File: src/rtl/dff_pipe_async_reset.sv
`default_nettype none
// ============================================================================
// Module : dff_pipe_async_reset
// Brief  : DEPTH-stage valid/ready register pipeline, async active-low reset,
//          sync flush; optional occupancy counter when DFF_PIPE_OCCUPANCY_EN.
// Rev    : 1.0 - initial release
// ============================================================================
module dff_pipe_async_reset #(
  parameter int               WIDTH       = 8,
  parameter int               DEPTH       = 3,
  parameter logic [WIDTH-1:0] RESET_VALUE = '0
) (
  input  logic             clk,
  input  logic             reset,
  input  logic [WIDTH-1:0] data,
  input  logic             in_valid,
  output logic             in_ready,
  input  logic             flush,
  output logic [WIDTH-1:0] q,
  output logic             out_valid,
  input  logic             out_ready
`ifdef DFF_PIPE_OCCUPANCY_EN
  ,
  output logic [$clog2(DEPTH+1)-1:0] occupancy
`endif
);

  logic [WIDTH-1:0] r_data      [DEPTH];
  logic [DEPTH-1:0] r_valid;
  logic [WIDTH-1:0] w_src_data  [DEPTH];
  logic [DEPTH-1:0] w_src_valid;
  logic [DEPTH:0]   w_ready;

  // A stage can accept when it is a bubble or everything downstream moves.
  always_comb begin
    w_ready        = '0;
    w_ready[DEPTH] = out_ready;
    for (int i = DEPTH - 1; i >= 0; i--) begin
      w_ready[i] = !r_valid[i] || w_ready[i+1];
    end
  end

  generate
    for (genvar i = 0; i < DEPTH; i++) begin : g_src
      if (i == 0) begin : g_head
        assign w_src_data[i]  = data;
        assign w_src_valid[i] = in_valid;
      end else begin : g_body
        assign w_src_data[i]  = r_data[i-1];
        assign w_src_valid[i] = r_valid[i-1];
      end
    end
  endgenerate

  always_ff @(posedge clk or negedge reset) begin
    if (!reset) begin
      r_valid <= '0;
      for (int i = 0; i < DEPTH; i++) begin
        r_data[i] <= RESET_VALUE;
      end
    end else if (flush) begin
      r_valid <= '0;
      for (int i = 0; i < DEPTH; i++) begin
        r_data[i] <= RESET_VALUE;
      end
    end else begin
      for (int i = 0; i < DEPTH; i++) begin
        if (w_ready[i]) begin
          r_valid[i] <= w_src_valid[i];
          // bubbles keep stale data to avoid needless register toggling
          if (w_src_valid[i]) begin
            r_data[i] <= w_src_data[i];
          end
        end
      end
    end
  end

  assign in_ready  = w_ready[0] && !flush;
  assign q         = r_data[DEPTH-1];
  assign out_valid = r_valid[DEPTH-1];

`ifdef DFF_PIPE_OCCUPANCY_EN
  localparam int c_OCC_W = $clog2(DEPTH + 1);
  localparam logic [c_OCC_W-1:0] c_OCC_ONE = c_OCC_W'(1);

  logic [c_OCC_W-1:0] r_occupancy;
  logic               w_in_xfer;
  logic               w_out_xfer;

  assign w_in_xfer  = in_valid && in_ready;
  assign w_out_xfer = out_valid && out_ready;

  always_ff @(posedge clk or negedge reset) begin
    if (!reset) begin
      r_occupancy <= '0;
    end else if (flush) begin
      r_occupancy <= '0;
    end else if (w_in_xfer && !w_out_xfer) begin
      r_occupancy <= r_occupancy + c_OCC_ONE;
    end else if (!w_in_xfer && w_out_xfer) begin
      r_occupancy <= r_occupancy - c_OCC_ONE;
    end
  end

  assign occupancy = r_occupancy;
`endif

endmodule
`default_nettype wire

File: config.mk
export PLATFORM = sky130hd
export DESIGN_NAME = dff_pipe_async_reset
export DESIGN_NICKNAME = d
export VERILOG_FILES = /design/src/rtl/dff_pipe_async_reset.sv
export SDC_FILE = /design/constraint.sdc
export NUM_CORES = 1
export LEC_CHECK = 0
export ABC_AREA = 1
export CAP_MARGIN = 25
export CELL_PAD_IN_SITES_DETAIL_PLACEMENT = 0
export CELL_PAD_IN_SITES_GLOBAL_PLACEMENT = 1
export CORE_MARGIN = 3
export CORE_UTILIZATION = 40
export CTS_BUF_LIST = sky130_fd_sc_hd__clkbuf_4
export DETAILED_ROUTE_END_ITERATION = 10
export HOLD_SLACK_MARGIN = 0.06
export PLACE_DENSITY_LB_ADDON = 0.1
export SLEW_MARGIN = 0
export SYNTH_ARGS = -nofsm -noshare
export SYNTH_HDL_FRONTEND = slang
export SYNTH_SLANG_ARGS = --single-unit
File: constraint.sdc
create_clock -name clk -period 1.5 [get_ports clk]
set_clock_uncertainty 0.2 [all_clocks]
set_input_delay 0.225 -clock clk [delete_from_list [all_inputs] [get_ports clk]]
set_output_delay 0.225 -clock clk [all_outputs]
set_load 0.02 [all_outputs]
==> results.toml, run 1 <==
[run_status]
status = "finished with violations"
violations = "negative setup slack"

[floorplan]
fp-row-count = 19
start_util_pct = 42.60
core_area_um2 = 2805
ioPinCount = 23
die_w_um = 60.66
dieArea_um2 = 3679
die_height_um = 60.66

[yosys]
netlist_top_cells_area = "dfrtp_1 57%, nand2_1 11%, nand3_1 10%"
synth-seq-area-share_pct = 56.54
syn_avg_cell_area_um2 = 9.335
yosysTopAreaCellShare_pct = 56.54
synth_edf_count = 0
synthesis.nets = 141
synth-async-reset-ratio_pct = 100.0
synth_flop_cell = "dfrtp_1"
yosysMostFrequentCell = "nand2_1"
yosysTopAreaCell = "dfrtp_1"
synth_cells = 128
synth_common_cells = "34 x nand2_1, 27 x dfrtp_1, 24 x nand3_1"
ys_ff_latch = 27
synthesis.area_um2 = 1195
synth_cell_type_count = 13
synth_warnings = 0

[finish]
n_antenna_cell = 0
drive_above_1_share_pct = 16.56
nNetsFinal = 165
syn2layout_area_growth_pct = 25.03
fin_area_um2 = 1494
fillers = 292

[pwr]
p_total_w = 0.001218
comb_power_share_pct = 12.0
power_switching_w = 0.0002775
p_per_area_nw_per_um2 = 815.0
p_clk_share_pct = 25.5
p_leak_nw = 0.7910
peakVddDrop_v = 0.0003598
p_int_w = 0.0009401
switching_share_pct = 22.79
p_seq_share_pct = 62.5

[timing]
finalCritPeriodShare_pct = 101.6
slew_headroom_pct = 75.16
hold_viol = 0
fin_ws_ps = -23.27
tns_ps = -23.27
maxSlewViolCount = 0
hold_slack_ps = 260.4
worstMarginPinSlew_ps = 372.7
fmax_mhz = 656.5
setup_viol = 1
rsz0062_at_grt = "yes"
min_period_ps = 1523

[route]
routed_via_density = 5.066
vias = 922
drc = 0
ant_nets = 0
drtIter0Drc = 50
drtPass1Iterations = 2
wl_per_cell_um = 11.92
wirelength_um = 2170

[placed_design]
place_hpwl_um = 1558
placed_cell_area_um2 = 1455
io_buffers = 22
place_congestion = 0.7328

[worst_hold_path]
hold_path.class = "in2reg"

[critical_path]
r2r_slack_ps = 190
r2r-end = "q[1]"
crit_start = "out_ready"
arrival_ps = 1100
worstPathRequired_ps = 1070
rr_startpoint = "r_valid[2]"
path_max_fanout = 3
endpoint = "in_ready"
endpoint_kind = "output pin"
critical_path.startpoint_type = "input port"
critPathKind = "in2out"
worstRegToRegCells = 6

[clock_tree]
insertion_delay_ps = 310
cts_buffer_depth = 2
cts_tree = "done"
h-tree-depth = 1
cts.sinks = 27
root_buffer = "clkbuf_4"
path_clk_slew_ps = 140
numCtsBuffers = 3

[grt]
grt-ovfl-total = 0
antenna_found_initial = 0
grt_start_max_net_pins = 41
grt_usage_pct = 13.68
grt_pass1_vias = 879
grt_first_pass_wirelength_um = 3870

[flow_run]
cap_violations = 0
==> how the worst min path moves through the flow <==
stage,start,endpoint,cells after the start
2_1_floorplan,reset,q[0],0
3_3_place_gp,r_data[14],q[6],2
3_5_place_dp,r_data[13],q[5],2
4_1_cts,data[6],r_data[22],3
5_1_grt,data[6],r_data[22],3
6_report,data[6],r_data[22],3
==> layout make-up <==
class                   count  area, um2  area share [%]
clock buffers               4      30.03           2.010
multi-input cells          83      409.1           27.39
flip-flops and latches     27      675.6           45.23
inverters                   3      11.26          0.7538
well taps                  31      38.79           2.596
repair buffers             34      329.1           22.03
==> sequential cells by signal (all words and copies together) (netlist names) <==
register / cells
r_data: 16
r_valid: 3
q: 8
==> placed cells by master (no fill, tap or decap), drive strengths merged <==
master,synthesis,layout
clkbuf,1,4
dlygate4sd2,0,4
nand2,37,37
inv,3,3
nand3,25,25
nand4,17,17
a21oi,3,3
dlygate4sd3,0,1
clkdlybuf4s15,0,4
clkdlybuf4s50,0,12
nor2,1,1
buf,14,13
dfrtp,27,27
==> kinds of logic after synthesis <==
logic type             Yosys count  share of synthesized area, %
buffers and inverters           18                         9.214
flip-flops                      27                         56.54
AND/OR/NAND/NOR                 80                         32.98
AO/OA/AOI/OAI                    3                         1.256
==> power by group through the flow <==
stage,Sequential [W],Combinational [W],Clock [W]
3_3_place_gp,0.000774,0.000143,0
2_1_floorplan,0.000774,0.0000615,0
6_report,0.000762,0.000146,0.000310
3_5_place_dp,0.000775,0.000145,0
4_1_cts,0.000761,0.000146,0.000331
5_1_grt,0.000764,0.000162,0.000353
==> critical path: stages <==
cell and delay (ps):
clkdlybuf4s50_1 410, inv_2 70, nand4_1 120, nand2_1 110, inv_2 40, buf_6 120
==> routing by layer <==
metal / routed length (um) / GRT usage, % / up-vias / part of all wire (%)
li1: - / - / 478 / -
met1: 1039 / 17.68 / 423 / 48
met2: 1004 / 23.05 / 19 / 46
met3: 108 / 2.553 / 2 / 5.0
met4: 17 / 4.644 / 0 / 0.78
met5: 0 / 0 / - / 0
==> through the flow <==
stage	utilization [%]	setup slack [ps]	instances
after floorplan	-	104.5	128
after CTS	52.68	-39.42	181
final	53.26	-23.27	182
after global placement	51.87	-493.0	176
after detailed placement	51.87	-489.8	176
after global routing	53.26	-104.6	182
==> what timing repair did <==
item / 4_1_cts / 5_1_grt
endpoints found under the setup margin: 10 / 5
endpoints found under the hold margin: 27 / 0
gates resized for setup: 18 / 6
buffers inserted: 0 / 1
hold buffers: 1 / 0
cloned: 0 / 0
pin swaps: 0 / 2
Note: power is estimated with default switching activity, not from simulation.
==> inputs of run 2 (changes only) <==
==> constraint.sdc (replaced) <==
create_clock -name clk -period 1.7 [get_ports clk]
set_clock_uncertainty 0.2 [all_clocks]
set_input_delay 0.255 -clock clk [delete_from_list [all_inputs] [get_ports clk]]
set_output_delay 0.255 -clock clk [all_outputs]
set_load 0.02 [all_outputs]
==> run 2 against run 1 <==
The run now ends clean. Non-clock buffer count decreased by 2. Clock-buffer cell count decreased by 1. Worst hold slack got worse by 180 ps. Clock power decreased by 13%. Routed wire length decreased by 0.41%. Combinational power decreased by 18%. Critical path depth decreased by 4. Setup slack improved by 100 ps. Register-to-register slack improved by 220 ps. Power decreased by 13%. Cell area decreased by 2.5%. Highest routed layer unchanged.
==> results.toml, run 2 (same netlist as run 1, synthesis figures left out) <==
[run_status]
status = "finished, final reports clean"

[critical_path]
worstRegToRegCells = 5
critPathKind = "reg2out"
endpoint = "out_valid"
critical_path.startpoint_type = "register"
path_max_fanout = 3
rr_startpoint = "r_valid[1]"
r2r_slack_ps = 410
r2r-end = "r_data[20]"
arrival_ps = 1170
endpoint_kind = "output pin"
crit_start = "r_valid[2]"
worstPathRequired_ps = 1240

[worst_hold_path]
hold_path.class = "in2async"

[timing]
fmax_mhz = 616.8
fin_ws_ps = 78.65
hold_viol = 0
hold_slack_ps = 80.60
finalCritPeriodShare_pct = 95.37
rsz0062_at_grt = "no"
slew_headroom_pct = 74.66
setup_viol = 0
min_period_ps = 1621
maxSlewViolCount = 0
worstMarginPinSlew_ps = 380.1

[clock_tree]
cts.sinks = 27
root_buffer = "clkbuf_4"
numCtsBuffers = 3
cts_tree = "done"
cts_resized = 13
h-tree-depth = 1
insertion_delay_ps = 320
holdBufCountCts = 0
cts_buffer_depth = 2
cts_setup_buffers = 0
path_clk_slew_ps = 140

[placed_design]
dp_slack_ps = -355.0
place_congestion = 0.7335
io_buffers = 22
place_hpwl_um = 1533
placed_cell_area_um2 = 1443

[route]
wl_per_cell_um = 12.01
vias = 917
ant_nets = 0
routed_via_density = 5.094
drc = 0
drtIter0Drc = 27
drtPass1Iterations = 4
wirelength_um = 2161

[finish]
syn2layout_area_growth_pct = 21.89
final_cell_mix = "34 x nand2_1, 27 x dfrtp_1, 24 x nand3_1"
largest_register_ffs = 16
final_common_cell = "nand2_1"
n_antenna_cell = 0
largest-register = "r_data"
fin_area_um2 = 1456
fin_util_pct = 51.92
drive_above_1_share_pct = 14.09
fillers = 288
nNetsFinal = 163

[pwr]
p_total_w = 0.001062
p_seq_share_pct = 63.2
comb_power_share_pct = 11.2
power_switching_w = 0.0002577
p_per_area_nw_per_um2 = 729.4
p_leak_nw = 0.7901
switching_share_pct = 24.26
p_clk_share_pct = 25.5
p_int_w = 0.0008046
peakVddDrop_v = 0.0002837

[floorplan]
core_area_um2 = 2805
fp-row-count = 19
start_util_pct = 42.60
die_height_um = 60.66
die_w_um = 60.66
ioPinCount = 23
dieArea_um2 = 3679

[grt]
grt-ovfl-total = 0
grt_first_pass_wirelength_um = 3801
grt_usage_pct = 13.53
grt_pass1_vias = 873
grt_start_max_net_pins = 41
antenna_found_initial = 0

[flow_run]
cap_violations = 0
[run 2: cell types whose count changed in the layout (fill, tap and decap cells not counted), sizes merged]
cell           previous run  this run
clkinvlp                  0         1
dlygate4sd2               4         9
clkdlybuf4s15             4         0
dlygate4sd3               1         0
buf                      13        11
clkbuf                    4         3
[run 2: final cells by class]
class,count,area (um2),share of cell area (%)
clock buffer,3,22.52,1.546
clock inverter,1,7.507,0.5155
inverter,3,11.26,0.7732
multi-input combinational,83,409.1,28.09
sequential,27,675.6,46.39
tap,31,38.79,2.663
timing repair buffer,32,291.5,20.02
[run 2: worst min-delay path by stage]
stage / startpoint / end / slack, ps / depth (start not counted)
detailed placement: r_data[13] / q[5] / 260 / 2
CTS: reset / q[3] / 80 / 2
global route: reset / q[3] / 90 / 2
floorplan: reset / q[0] / -240 / 0
global placement: r_data[14] / q[6] / 260 / 2
finish: reset / q[3] / 80 / 2
[run 2: metrics by stage]
stage,instances,setup TNS [ps]
global placement,176,-352.8
CTS,180,0
floorplan,128,0
global route,180,0
detailed placement,176,-355.0
finish,180,0
[run 2: power by group through the flow]
stage	clock, W	combinational, W	sequential (W)
floorplan	0	0.0000543	0.000683
global placement	0	0.000122	0.000683
detailed placement	0	0.000124	0.000684
CTS	0.000290	0.000122	0.000672
global route	0.000309	0.000133	0.000674
finish	0.000271	0.000119	0.000672
[run 2: critical path, stage by stage (launching register included)]
cell and delay, ps:
dfrtp_1 400, buf_4 140, dlygate4sd2_1 310
[run 2: metal layers]
metal	track usage, %	share of wire, %	vias up
met5	0	0	-
met4	5.573	0.74	0
met3	2.553	5.2	2
met2	23.21	48	21
met1	16.67	46	421
li1	-	-	473
==> inputs of run 3 (changes only) <==
--- a/config.mk
+++ b/config.mk
@@ -5,12 +5,11 @@
 export SDC_FILE = /design/constraint.sdc
 export NUM_CORES = 1
 export LEC_CHECK = 0
-export ABC_AREA = 1
 export CAP_MARGIN = 25
 export CELL_PAD_IN_SITES_DETAIL_PLACEMENT = 0
 export CELL_PAD_IN_SITES_GLOBAL_PLACEMENT = 1
 export CORE_MARGIN = 3
-export CORE_UTILIZATION = 40
+export CORE_UTILIZATION = 42
 export CTS_BUF_LIST = sky130_fd_sc_hd__clkbuf_4
 export DETAILED_ROUTE_END_ITERATION = 10
 export HOLD_SLACK_MARGIN = 0.06
==> constraint.sdc (replaced) <==
create_clock -name clk -period 1.8 [get_ports clk]
set_clock_uncertainty 0.2 [all_clocks]
set_input_delay 0.27 -clock clk [delete_from_list [all_inputs] [get_ports clk]]
set_output_delay 0.27 -clock clk [all_outputs]
set_load 0.02 [all_outputs]
==> run 3 against run 2 <==
Area after synthesis decreased by 2.6%. Utilization rose by 4.0 points. Global-route usage is 0.76 points lower. Final cell count decreased by 20%. Register-to-register slack lost 100 ps. Largest power group unchanged. Combinational power down 12%. Critical endpoint is now q[7]. Clock-buffer cell count did not move.
==> results.toml, run 3 <==
[run_status]
status = "finished, final reports clean"

[clock_tree]
cts_setup_buffers = 0
h-tree-depth = 1
path_clk_slew_ps = 150
insertion_delay_ps = 320
numCtsBuffers = 3
cts_tree = "done"
cts_buffer_depth = 2
root_buffer = "clkbuf_4"
cts.sinks = 27

[floorplan]
die_height_um = 58.64
ioPinCount = 23
die_w_um = 58.64
dieArea_um2 = 3438
fp-row-count = 18
start_util_pct = 45.72
core_area_um2 = 2545

[yosys]
synth_compound_area_share_pct = 22.37
yosysTopAreaCellShare_pct = 58.06
netlist_top_cells_area = "dfrtp_1 58%, a22o_1 12%, buf_4 5.2%"
yosysTopAreaCell = "dfrtp_1"
synth_flop_cell = "dfrtp_1"
synthesis.nets = 107
syn_avg_cell_area_um2 = 12.38
synth_simple_gate_area_share_pct = 11.40
synth-async-reset-ratio_pct = 100.0
synth-adder-area-share_pct = 0
synthesis.area_um2 = 1164
synth_warnings = 0
synth_common_cells = "27 x dfrtp_1, 16 x a22o_1, 11 x a21oi_1"
yosysMostFrequentCell = "dfrtp_1"
synth_cells = 94
ys_ff_latch = 27
synth_edf_count = 0
synth-seq-area-share_pct = 58.06
synth_mux_area_share_pct = 0
synth_cell_type_count = 18
synth_xor_area_share_pct = 0
synth_top_family_by_area = "compound AO/OA/AOI/OAI gates"

[finish]
largest_register_ffs = 16
largest-register = "r_data"
final_cell_mix = "27 x dfrtp_1, 16 x a22o_1, 13 x clkdlybuf4s50_1"
syn2layout_area_growth_pct = 22.37
final_common_cell = "dfrtp_1"
final_cells = 144
drive_above_1_share_pct = 14.91
n_antenna_cell = 0
nNetsFinal = 128
fillers = 227

[critical_path]
r2r-end = "r_data[11]"
arrival_ps = 1270
crit_start = "q[7]"
crit_slowest_cell = "clkdlybuf4s50_1"
rr_startpoint = "r_valid[1]"
path_max_fanout = 2
worstRegToRegCells = 4
cp.buffers_inverters = 1
endpoint_kind = "output pin"
critPathKind = "reg2out"
r2r_slack_ps = 310
path_cells = "clkdlybuf4s50_1"
critical_path.startpoint_type = "register"
cp.depth = 1
crit_family = "buffers and inverters"
max_stage_delay_ps = 600
endpoint = "q[7]"
worstPathRequired_ps = 1330

[pwr]
p_leak_nw = 0.7827
peakVddDrop_v = 0.0005179
power_switching_w = 0.0002360
p_int_w = 0.0007614
comb_power_share_pct = 10.5
p_clk_share_pct = 25.7
p_seq_share_pct = 63.8
p_per_area_nw_per_um2 = 700.5
switching_share_pct = 23.66

[timing]
finalCritPeriodShare_pct = 96.60
tns_ps = 0
setup_viol = 0
hold_viol = 0
slew_headroom_pct = 76.30
fmax_mhz = 575.1
rsz0062_at_grt = "no"
min_period_ps = 1739
maxSlewViolCount = 0
worstMarginPinSlew_ps = 355.2

[route]
wl_per_cell_um = 13.29
drtIter0Drc = 13
route.met2.wl_um = 893
ant_nets = 0
drc = 0
highest_layer = "met4"
wl_met3_um = 126
drtPass1Iterations = 3
routed_via_density = 5.306
drt-met1-wl_um = 880
vias = 764
wirelength_um = 1914

[grt]
grt_pass1_vias = 748
grt_first_pass_wirelength_um = 3353
grt_usage_pct = 12.77
antenna_found_initial = 0
grt_start_max_net_pins = 28
grt-ovfl-total = 0

[placed_design]
io_buffers = 22
place_congestion = 0.6678
place_inst = 140
place_hpwl_um = 1472

[worst_hold_path]
hold_path.class = "in2async"

[flow_run]
cap_violations = 0
[run 3: how the worst min path moves through the flow]
| stage | slack [ps] | cells after the start | startpoint | end |
|---|---|---|---|---|
| 6_report | 100 | 2 | reset | r_data[9] |
| 5_1_grt | 120 | 2 | reset | q[1] |
| 4_1_cts | 110 | 2 | reset | q[1] |
| 3_5_place_dp | 290 | 1 | r_data[13] | r_data[13] |
| 3_3_place_gp | 290 | 1 | r_data[8] | r_data[8] |
| 2_1_floorplan | -230 | 0 | reset | q[0] |
[run 3: metal layers]
layer / track usage [%] / vias up
met2: 21.05 / 22
met5: 0 / -
met3: 2.632 / 2
li1: - / 380
met1: 16.55 / 360
met4: 4.854 / 0
[run 3: what timing repair did]
| item | in CTS | in global routing |
|---|---|---|
| pin swaps | 0 | 0 |
| gates resized for setup | 4 | 8 |
| endpoints found under the setup margin | 2 | 8 |
| cloned | 0 | 0 |
| hold buffers | 0 | 0 |
[run 3: logic make-up after synthesis]
| logic type | after synthesis |
|---|---|
| AOI/OAI and AO/OA | 37 |
| buffers and inverters | 15 |
| DFF | 27 |
| and+or+nand+nor | 15 |
[run 3: power by group through the flow]
| stage | registers, W | clock network, W | logic, W |
|---|---|---|---|
| final | 0.000636 | 0.000256 | 0.000105 |
| after detailed placement | 0.000648 | 0 | 0.000109 |
| after CTS | 0.000636 | 0.000265 | 0.000108 |
| after global routing | 0.000639 | 0.000292 | 0.000117 |
| after global placement | 0.000648 | 0 | 0.000106 |
| after floorplan | 0.000646 | 0 | 0.0000512 |
[run 3: area by class of cell]
cell class	count	area (um2)	area share [%]
Sequential cell	27	675.6	47.45
Timing Repair Buffer	28	276.5	19.42
Inverter	3	11.26	0.7909
Clock buffer	3	22.52	1.582
Clock inverter	1	7.507	0.5272
Multi-Input combinational cell	52	392.9	27.59
Tap cell	30	37.54	2.636
[run 3: per-stage QoR]
stage	hold WS, ps	utilization, %	total power, W	setup slack (ps)	area, um2
after floorplan	-225.6	-	0.0006976	297.5	1164
after global placement	289.7	54.33	0.0007537	-293.0	1383
after detailed placement	290.7	54.33	0.0007571	-291.2	1383
after CTS	109.1	55.51	0.001010	20.28	1413
after global routing	120.5	55.95	0.001047	1.303	1424
final	101.5	55.95	0.0009974	61.18	1424
